<file path="config.mk">
export PLATFORM = sky130hd
export DESIGN_NAME = spi_slave_regfile
export DESIGN_NICKNAME = d
export VERILOG_FILES = /design/src/rtl/spi_slave_regfile_pkg.sv /design/src/rtl/spi_slave_regfile_edge_sync.sv /design/src/rtl/spi_slave_regfile.sv
export SDC_FILE = /design/constraint.sdc
export NUM_CORES = 2
export LEC_CHECK = 0
export BUFFER_PORTS_ARGS = -buffer_cell sky130_fd_sc_hd__buf_2
export CORE_MARGIN = 4
export CORE_UTILIZATION = 61
export DETAILED_ROUTE_END_ITERATION = 8
export PLACE_DENSITY = 0.78
export SYNTH_ARGS = -nofsm -noshare
export SYNTH_HDL_FRONTEND = slang
export SYNTH_SLANG_ARGS = --single-unit
</file>
<file path="constraint.sdc">
create_clock -name clk -period 8 [get_ports clk]
set_clock_uncertainty 0.1 [all_clocks]
set_input_delay 2 -clock clk [delete_from_list [all_inputs] [get_ports clk]]
set_output_delay 2 -clock clk [all_outputs]
set_load 0.1 [all_outputs]
</file>
<file path="src/rtl/spi_slave_regfile_pkg.sv">
// Shared types and constants for the SPI slave register file.
package spi_slave_regfile_pkg;

  // Frame-level protocol state.
  typedef enum logic [1:0] {
    StIdle = 2'd0,
    StCmd  = 2'd1,
    StAddr = 2'd2,
    StData = 2'd3
  } spi_state_e;

  // Value of the first frame bit.
  localparam logic CMD_WRITE = 1'b1;
  localparam logic CMD_READ  = 1'b0;

  // Flops in each pin synchronizer.
  localparam int unsigned SYNC_DEPTH = 2;

endpackage

</file>
<file path="src/rtl/spi_slave_regfile_edge_sync.sv">
// Synchronizes the SPI pins into clk and turns synchronized sclk transitions into
// mode-dependent sample/shift strobes, plus ss_n edge strobes.
module spi_edge_sync
  import spi_slave_regfile_pkg::*;
#(
  parameter bit CPOL = 1'b0,
  parameter bit CPHA = 1'b0
) (
  input  logic clk,
  input  logic sclk,
  input  logic ss_n,
  input  logic mosi,
  output logic sample_pulse,
  output logic shift_pulse,
  output logic ss_fall,
  output logic ss_rise,
  output logic mosi_sync
);

  logic [SYNC_DEPTH-1:0] sclk_sync_q;
  logic [SYNC_DEPTH-1:0] ss_sync_q;
  logic [SYNC_DEPTH-1:0] mosi_sync_q;
  logic                  sclk_prev_q;
  logic                  ss_prev_q;

  logic sclk_s;
  logic sclk_rise;
  logic sclk_fall;
  logic lead_pulse;
  logic trail_pulse;

  // Synchronizer chains and edge-history flops. Deliberately not reset: they always track
  // the pins, so a reset in the middle of a frame never fabricates an ss_n falling edge.
  always_ff @(posedge clk) begin
    sclk_sync_q <= {sclk_sync_q[SYNC_DEPTH-2:0], sclk};
    ss_sync_q   <= {ss_sync_q[SYNC_DEPTH-2:0], ss_n};
    mosi_sync_q <= {mosi_sync_q[SYNC_DEPTH-2:0], mosi};
    sclk_prev_q <= sclk_sync_q[SYNC_DEPTH-1];
    ss_prev_q   <= ss_sync_q[SYNC_DEPTH-1];
  end

  // Edge detection; leading edge is the transition away from the CPOL idle level.
  always_comb begin
    sclk_s       = sclk_sync_q[SYNC_DEPTH-1];
    sclk_rise    = sclk_s & ~sclk_prev_q;
    sclk_fall    = ~sclk_s & sclk_prev_q;
    lead_pulse   = CPOL ? sclk_fall : sclk_rise;
    trail_pulse  = CPOL ? sclk_rise : sclk_fall;
    sample_pulse = CPHA ? trail_pulse : lead_pulse;
    shift_pulse  = CPHA ? lead_pulse : trail_pulse;
    ss_fall      = ~ss_sync_q[SYNC_DEPTH-1] & ss_prev_q;
    ss_rise      = ss_sync_q[SYNC_DEPTH-1] & ~ss_prev_q;
    mosi_sync    = mosi_sync_q[SYNC_DEPTH-1];
  end

endmodule

</file>
<file path="src/rtl/spi_slave_regfile.sv">
// SPI slave register file, oversampled in the clk domain. Frames are
// cmd bit, address, then a burst of data words with address auto-increment.
module spi_slave_regfile
  import spi_slave_regfile_pkg::*;
#(
  parameter int unsigned ADDR_W = 8,
  parameter int unsigned DATA_W = 8,
  parameter int unsigned DEPTH  = 256,
  parameter bit          CPOL   = 1'b0,
  parameter bit          CPHA   = 1'b0
) (
  input  logic              clk,
  input  logic              rst,
  input  logic              sclk,
  input  logic              ss_n,
  input  logic              mosi,
  output logic              miso,
  output logic              miso_oe,
  output logic              wr_valid,
  output logic [ADDR_W-1:0] wr_addr,
  output logic [DATA_W-1:0] wr_data,
  output logic              frame_err
);

  localparam int unsigned MAX_W = (ADDR_W > DATA_W) ? ADDR_W : DATA_W;
  localparam int unsigned CNT_W = $clog2(MAX_W + 1);
  localparam int unsigned IDX_W = (DEPTH > 1) ? $clog2(DEPTH) : 1;

  logic sample_pulse;
  logic shift_pulse;
  logic ss_fall;
  logic ss_rise;
  logic mosi_s;

  spi_edge_sync #(
    .CPOL(CPOL),
    .CPHA(CPHA)
  ) u_edge_sync (
    .clk         (clk),
    .sclk        (sclk),
    .ss_n        (ss_n),
    .mosi        (mosi),
    .sample_pulse(sample_pulse),
    .shift_pulse (shift_pulse),
    .ss_fall     (ss_fall),
    .ss_rise     (ss_rise),
    .mosi_sync   (mosi_s)
  );

  spi_state_e              state_q, state_d;
  logic [CNT_W-1:0]        bit_cnt_q, bit_cnt_d;
  logic                    cmd_q, cmd_d;
  logic [ADDR_W-1:0]       addr_q, addr_d;
  logic [DATA_W-1:0]       shreg_q, shreg_d;
  logic [DATA_W-1:0]       tx_q, tx_d;
  logic                    wr_valid_q, wr_valid_d;
  logic [ADDR_W-1:0]       wr_addr_q, wr_addr_d;
  logic [DATA_W-1:0]       wr_data_q, wr_data_d;
  logic                    frame_err_q, frame_err_d;
  logic                    mem_we;
  logic [DATA_W-1:0]       mem_q [DEPTH];

  logic                    addr_in_range;
  logic [DATA_W-1:0]       rd_word;
  logic [ADDR_W-1:0]       addr_inc;

  // Next-state, datapath and output-pulse logic for the frame FSM.
  always_comb begin
    state_d     = state_q;
    bit_cnt_d   = bit_cnt_q;
    cmd_d       = cmd_q;
    addr_d      = addr_q;
    shreg_d     = shreg_q;
    tx_d        = tx_q;
    wr_valid_d  = 1'b0;
    wr_addr_d   = wr_addr_q;
    wr_data_d   = wr_data_q;
    frame_err_d = 1'b0;
    mem_we      = 1'b0;

    addr_in_range = (32'(addr_q) < DEPTH);
    rd_word       = addr_in_range ? mem_q[addr_q[IDX_W-1:0]] : '0;
    addr_inc      = (addr_q == ADDR_W'(DEPTH - 1)) ? '0 : addr_q + ADDR_W'(1);

    unique case (state_q)
      StIdle: begin
        if (ss_fall) begin
          state_d   = StCmd;
          bit_cnt_d = '0;
          addr_d    = '0;
          shreg_d   = '0;
          tx_d      = '0;
        end
      end
      StCmd: begin
        if (sample_pulse) begin
          cmd_d     = mosi_s;
          bit_cnt_d = '0;
          state_d   = StAddr;
        end
      end
      StAddr: begin
        if (sample_pulse) begin
          addr_d = {addr_q[ADDR_W-2:0], mosi_s};
          if (bit_cnt_q == CNT_W'(ADDR_W - 1)) begin
            bit_cnt_d = '0;
            state_d   = StData;
          end else begin
            bit_cnt_d = bit_cnt_q + CNT_W'(1);
          end
        end
      end
      StData: begin
        // On a word boundary the shift edge loads the next word instead of shifting.
        if (shift_pulse && cmd_q == CMD_READ) begin
          tx_d = (bit_cnt_q == '0) ? rd_word : {tx_q[DATA_W-2:0], 1'b0};
        end
        if (sample_pulse) begin
          shreg_d = {shreg_q[DATA_W-2:0], mosi_s};
          if (bit_cnt_q == CNT_W'(DATA_W - 1)) begin
            bit_cnt_d = '0;
            addr_d    = addr_inc;
            if (cmd_q == CMD_WRITE && addr_in_range) begin
              mem_we     = 1'b1;
              wr_valid_d = 1'b1;
              wr_addr_d  = addr_q;
              wr_data_d  = shreg_d;
            end
          end else begin
            bit_cnt_d = bit_cnt_q + CNT_W'(1);
          end
        end
      end
      default: state_d = StIdle;
    endcase

    // ss_n rising ends the frame after any same-cycle sample has been taken.
    if (ss_rise && state_q != StIdle) begin
      state_d = StIdle;
      if (state_q == StData && bit_cnt_d != '0) begin
        frame_err_d = 1'b1;
      end
    end
  end

  // FSM, shifters and registered outputs.
  always_ff @(posedge clk) begin
    if (rst) begin
      state_q     <= StIdle;
      bit_cnt_q   <= '0;
      cmd_q       <= CMD_READ;
      addr_q      <= '0;
      shreg_q     <= '0;
      tx_q        <= '0;
      wr_valid_q  <= 1'b0;
      wr_addr_q   <= '0;
      wr_data_q   <= '0;
      frame_err_q <= 1'b0;
    end else begin
      state_q     <= state_d;
      bit_cnt_q   <= bit_cnt_d;
      cmd_q       <= cmd_d;
      addr_q      <= addr_d;
      shreg_q     <= shreg_d;
      tx_q        <= tx_d;
      wr_valid_q  <= wr_valid_d;
      wr_addr_q   <= wr_addr_d;
      wr_data_q   <= wr_data_d;
      frame_err_q <= frame_err_d;
    end
  end

  // Register array; cleared by reset, written when a full in-range word commits.
  always_ff @(posedge clk) begin
    if (rst) begin
      for (int unsigned i = 0; i < DEPTH; i++) begin
        mem_q[i] <= '0;
      end
    end else if (mem_we) begin
      mem_q[addr_q[IDX_W-1:0]] <= shreg_d;
    end
  end

  // Output drive: miso only enabled while shifting out read data.
  always_comb begin
    miso_oe   = (state_q == StData) && (cmd_q == CMD_READ);
    miso      = miso_oe & tx_q[DATA_W-1];
    wr_valid  = wr_valid_q;
    wr_addr   = wr_addr_q;
    wr_data   = wr_data_q;
    frame_err = frame_err_q;
  end

endmodule

</file>
# ---- Yosys cells after proc, flatten, opt, wreduce, memory -nomap -nowiden
# Memory sizes are Yosys's and may differ from the RTL's. A register that Yosys moved wholly into a read port is not among the register bits.
# Cells that the tools add are included.
dict set report op_classes {
  muxes 37
  n_reduce_logical 20
  add_sub_neg 2
  bitwise 11
  n_eq_ne 12
}
# op n
set ops {}
lappend ops {{2-to-1 mux 8 bit} 13}
lappend ops {{one-hot mux 8 bit (2 select lines)} 2}
lappend ops {{one-hot mux 8 bit (3 select lines)} 1}
lappend ops {{2-to-1 mux 4 bit} 4}
lappend ops {{!= test 2 bit, second input constant} 7}
lappend ops {{one-hot mux 4 bit (3 select lines)} 1}
lappend ops {{2-to-1 mux 1 bit} 11}
lappend ops {{AND reduction 5 bit} 2}
lappend ops {{adder 8 x 1 -> 8 bit, second input constant} 1}
lappend ops {{equality test 8 bit, second input constant} 1}
lappend ops {{2-to-1 mux 2 bit} 4}
lappend ops {{OR reduction 8 bit} 1}
lappend ops {{inverter 1 bit} 6}
lappend ops {{one-hot mux 2 bit (3 select lines)} 1}
lappend ops {{nonzero test 3 bit} 2}
lappend ops {{OR reduction 2 bit} 3}
lappend ops {{bitwise AND 1 bit} 5}
lappend ops {{adder 4 x 1 -> 4 bit, second input constant} 1}
lappend ops {{equality test 2 bit, second input constant} 2}
lappend ops {{equality test 4 x 3 -> 1 bit, second input constant} 1}
lappend ops {{logical AND 1 bit} 4}
lappend ops {{zero test 4 bit} 1}
lappend ops {{AND reduction 4 bit} 1}
lappend ops {{nonzero test 2 bit} 2}
lappend ops {{5 further kinds} 5}
dict set report word_totals {
  ff_bits 57
  ramBits 2048
  memories 1
  output_inout_bits 20
}
# name words word_bits read_ports rd_clocked_by_memory_dff write_ports line
set mem_list {}
lappend mem_list {mem_q 256 8 1 1 256 spi_slave_regfile.sv:61} ;# logic [DATA_W-1:0] mem_q [DEPTH];

# ---- Logic depth before layout (Yosys ltp)
dict set report depth {
  depth_word 9
  depth_mapped 14
  depth_no_buf 9
}

# ---- Hierarchy
# A second synthesis with hierarchy kept.
dict set report hier_totals {
  hier_cells 6720
  area_unflattened_um2 92881.6
}
# mod area_each_um2 cells_each n_inst
set modules_own_cells {}
lappend modules_own_cells {spi_slave_regfile 92686.4 6708 1}
lappend modules_own_cells {spi_edge_sync 195.2 12 1}

# ---- Worst setup path before layout
# OpenSTA, ideal clock, no wires.
dict set report synth_timing {
  path_type {register to output}
  startpoint {register state_q[0]}
  endpoint {output port miso}
  t_required_ns 5.900
  t_arrival_ns 3.194
  path_slack_ns 2.706
  path_buffers 1
  path_stages_with_launch 6
  path_cell_list {dfxtp_1 > ha_1 > clkbuf_1 > inv_1 > nor2_1 > and2_1}
}
dict set report synth_between {
  elab_chain_cells 3
}
# element line
set synth_rtl {}
lappend synth_rtl {{start, declared} spi_slave_regfile.sv:50} ;# spi_state_e state_q, state_d;
lappend synth_rtl {{start signal, assigned} spi_slave_regfile.sv:149} ;# state_q <= StIdle;
lappend synth_rtl {{start signal, assigned} spi_slave_regfile.sv:160} ;# state_q <= state_d;
lappend synth_rtl {{equality test 2 bit} spi_slave_regfile.sv:186} ;# miso_oe = (state_q == StData) && (cmd_q == CMD_READ);
lappend synth_rtl {{logical AND 1 bit} spi_slave_regfile.sv:186}
lappend synth_rtl {{named net miso_oe} spi_slave_regfile.sv:18} ;# output logic miso_oe,
lappend synth_rtl {{bitwise AND 1 bit} spi_slave_regfile.sv:187} ;# miso = miso_oe & tx_q[DATA_W-1];
lappend synth_rtl {{end, declared} spi_slave_regfile.sv:17} ;# output logic miso,
# The timed path passes the listed nets, and every way through them passes these cells.

# ---- Worst setup path after layout
dict set report layout_timing {
  startpoint {register state_q[0]}
  endpoint {output port miso}
}
dict set report layout_between {
  elab_chain_cells 3
}
# element line
set layout_rtl {}
lappend layout_rtl {{equality test 2 bit} spi_slave_regfile.sv:186}
lappend layout_rtl {{logical AND 1 bit} spi_slave_regfile.sv:186}
lappend layout_rtl {{bitwise AND 1 bit} spi_slave_regfile.sv:187}
# Every way passes these cells.

==> summary.md <==
| Metric | Value |
|---|---|
| Status | finished, final reports clean |
| Commonest cells post-synth | 2128 x nor2_1, 2048 x edfxtp_1, 463 x mux4_2 |
| Setup crit end kind | output port |
| Crit path required time | 5.90 ns |
| Synthesis-to-layout area growth | 8.31% |
| Slowest cell on crit path | buf_2 |
| Grt ovf | 0 |
| Mapped Nets | 6750 |
| Filler instances | 10100 |
| Hold endpoint | u_edge_sync.mosi_sync_q[1]$_DFF_P_ |
| H-tree depth | 4 |
| Antenna violations before repair | 10 |
| Count leader, synth | nor2_1 |
| Core area | 152000 µm² |
| Critical path arrival | 2.97 ns |
| Iter 0 DRT Violations | 10400 |
| Adder-Cell Fraction of Synth Area | 0.147% |
| Routability cong. | 0.976 |
| Synthesized flop and latch total | 2113 |
| Post-synth design cell area | 93600 µm² |
| # hold bufs at CTS | 0 |
| Detailed-route DRC error count | 0 |
| Synth warn | 0 |
| Maximum vdd drop | 0.220 mV |
| Largest family of logic cells by synthesized area | simple AND/OR/NAND/NOR gates |
| Routed wire length | 262000 µm |
| Critical-path cell list | ha_1 > buf_4 > inv_1 > nor2_1 > and2_1 > buf_2 |
| R2R Path Start | u_edge_sync.sclk_sync_q[1]$_DFF_P_ |
| Post-DP HPWL | 160000 µm |
| Die width | 400 µm |
| Via density | 6.74 |
| R2R Setup Slk | 3.11 ns |
| Global-route wire length before repair | 381000 µm |
| Standard-cell rows | 143 |
| Compound-cell area share of the yosys netlist | 2.82% |
| Area contributors post-synth | edfxtp_1 66%, mux4_2 11%, nor2_1 8.5%, nand2b_1 1.9%, mux2i_1 1.7% |
| Min Tclk post-route | 5.07 ns |
| Worst Hold Depth | 0 |
| CTS Sinks | 2113 |
| Nets | 6557 |
| Largest net degree at the start of global routing | 142 |
| Worst-path maximum fanout | 23 |
| WHS | 0.231 ns |
| Mux contribution to synthesized area | 13.2% |
| Clock Tree Buf Depth | 3 |
| Seq/Total Area, Yosys | 67.1% |
| Setup-failing EPs final | 0 |
| Reg clk slew, reported paths | 0.06 ns |
| EDFF count, synth | 2048 |
| F_max | 0.197 GHz |
| Simple-Gate Fraction of Synth Area | 13.6% |
| Post-synthesis cell type count | 77 |
| Main synth FF type | edfxtp_1 |
| Critical path class | reg2out |
| Starting Density | 61.4% |
| Layout cell share with drive strength beyond 1 | 15.2% |
| PD cells | 268 nW/µm² |
| Setup crit start kind | register |
| Root buf cell | clkbuf_16 |
| Pleak | 30.6 nW |
| Synthesized instance count | 6734 |
| Xor/xnor share of the synthesized area | 0% |
| Die height | 400 µm |
| Max-slew violation count | 0 |
| HP Start | u_edge_sync.mosi_sync_q[0]$_DFF_P_ |
| Crit Reg-Reg Endpoint | mem_q[112][0]$_SDFFCE_PN0P_ |
| Drt wl/cell | 29.9 µm |
| CP peak stage delay | 0.42 ns |
| Post-DRT Antenna Nets | 0 |
| CTS tree | built |
| Worst hold path class | reg2reg |
| All-layer global routing usage | 33.0% |
| Slew Limit Headroom | 10.6% |
| Post-Syn Area per Cell | 13.9 µm² |
| DR vias | 58900 |
| Vias in the first global route | 56100 |
| Worst reg2reg path depth | 9 |
| Die area | 160000 µm² |
| MaxCap Viol Count | 0 |
| # IOs | 25 |
| CTS Buf Count | 203 |
| Final setup TNS | 0 ns |
| Worst Max-Slew Pin Slew | 1.33 ns |
| Share of the synthesized area in the top cell type | 65.7% |
| Leading area contributor after synthesis | edfxtp_1 |
| TritonRoute pass-1 iters | 9 |
| IO buf count | 24 |
| Clk_lat worst skew | 0.87 ns |
| Postcts setup bufs | 0 |
| RSZ-0062 raised after global routing | false |
| Asr flop ratio synth | 0% |
| CTS resizes | 0 |
| Final hold vios | 0 |
| Tcrit/Tclk final | 63.4% |
==> where the power goes <==
part | internal, W | total (W) | switching [W] | leakage, nW
Sequential | 0.0127 | 0.0129 | 0.000279 | 20.0
Clock | 0.00543 | 0.00971 | 0.00429 | 3.27
Combinational | 0.00199 | 0.00455 | 0.00255 | 7.32
Total | 0.0201 | 0.0272 | 0.00712 | 30.6
==> state kept, by name, summed over array words and instances (netlist names), named ones only <==
| name | cells |
|---|---|
| addr_q | 8 |
| bit_cnt_q | 4 |
| cmd_q | 1 |
| frame_err | 1 |
| mem_q | 2048 |
| shreg_q | 8 |
| state_q | 2 |
| tx_q | 8 |
| u_edge_sync.mosi_sync_q | 2 |
| u_edge_sync.sclk_prev_q | 1 |
| u_edge_sync.sclk_sync_q | 2 |
| u_edge_sync.ss_prev_q | 1 |
| u_edge_sync.ss_sync_q | 2 |
| wr_addr | 8 |
| wr_data | 8 |
| wr_valid | 1 |
==> routing by layer <==
layer,track usage (%),wire length (µm),vias to the layer above
met1,45.2,87300,28900
met3,9.03,40000,814
met5,0,39,-
met4,16.1,16000,6
met2,49.5,118000,5014
li1,-,-,24200
==> per-stage QoR <==
stage / instances / power (W) / setup slack [ns] / area (µm²) / util, %
after detailed placement: 8366 / 0.0176 / 2.52 / 94600 / 62.1
final: 8748 / 0.0272 / 2.93 / 101000 / 66.6
after global placement: 8366 / 0.0175 / 2.63 / 94600 / 62.1
after floorplan: 6734 / 0.0165 / 2.71 / 93600 / -
after global routing: 8740 / 0.0279 / 2.88 / 101000 / 66.5
after CTS: 8740 / 0.0271 / 2.97 / 101000 / 66.5
==> placed cells by master, fill, tap and decap left out, types with 11 or more instances in the layout <==
| cell type | n |
|---|---|
| nor2_1 | 2123 |
| edfxtp_1 | 2048 |
| mux4_2 | 463 |
| nand2_1 | 361 |
| nand2b_1 | 278 |
| clkbuf_16 | 206 |
| mux2i_1 | 163 |
| buf_4 | 87 |
| a21oi_1 | 79 |
| nand3_1 | 60 |
| dfxtp_1 | 59 |
| o21ai_0 | 45 |
| nand2_2 | 40 |
| clkinv_2 | 39 |
| a22oi_1 | 39 |
| clkinv_1 | 37 |
| o22ai_1 | 36 |
| o221ai_1 | 32 |
| clkbuf_1 | 32 |
| and3_1 | 30 |
| nor3_1 | 27 |
| nor2b_1 | 26 |
| a211oi_1 | 26 |
| buf_2 | 23 |
| bufinv_16 | 20 |
| and2_1 | 18 |
| mux2_2 | 18 |
| buf_12 | 17 |
| a22o_1 | 15 |
| a31oi_1 | 15 |
| nand3_2 | 14 |
| inv_1 | 13 |
| ha_1 | 11 |
==> critical path, delay by kind of cell (launching register included) <==
family / cells / cell delay, ns
simple gates: 2 / 0.45
buf+inv: 3 / 1.06
flops: 1 / 0.40
fa+ha+maj: 1 / 0.18
==> logic make-up (layout without fill, tap and decap cells) <==
family / after synthesis / count (layout)
other: 0 / 8
AO/OA/AOI/OAI: 380 / 380
multiplexers: 648 / 648
buffers and inverters: 543 / 519
adder cells (fa/ha/maj): 11 / 11
flip-flops: 2113 / 2113
AND/OR/NAND/NOR: 3039 / 3039
==> how the worst max path moves through the flow <==
| stage | depth (start not counted) | from | endpoint | slack (ns) |
|---|---|---|---|---|
| 2_1_floorplan | 5 | state_q[0]$_SDFFE_PP0P_ | miso | 2.71 |
| 3_3_place_gp | 7 | rst | mem_q[112][1]$_SDFFCE_PN0P_ | 2.63 |
| 3_5_place_dp | 7 | rst | mem_q[144][5]$_SDFFCE_PN0P_ | 2.52 |
| 4_1_cts | 6 | state_q[0]$_SDFFE_PP0P_ | miso | 2.97 |
| 5_1_grt | 6 | state_q[0]$_SDFFE_PP0P_ | miso | 2.88 |
| 6_report | 6 | state_q[0]$_SDFFE_PP0P_ | miso | 2.93 |
==> final cells by class <==
type | count | area [µm²] | area share [%]
Antenna cell | 8 | 20.0 | 0.0198
Inverter | 17 | 67.6 | 0.0667
Multi-Input combinational cell | 4078 | 28100 | 27.7
Clock buffer | 241 | 5320 | 5.25
Timing Repair Buffer | 128 | 1120 | 1.11
Clock inverter | 133 | 1390 | 1.37
Sequential cell | 2113 | 62800 | 62.0
Tap cell | 2030 | 2540 | 2.51
(Power assumes the default switching activity.)
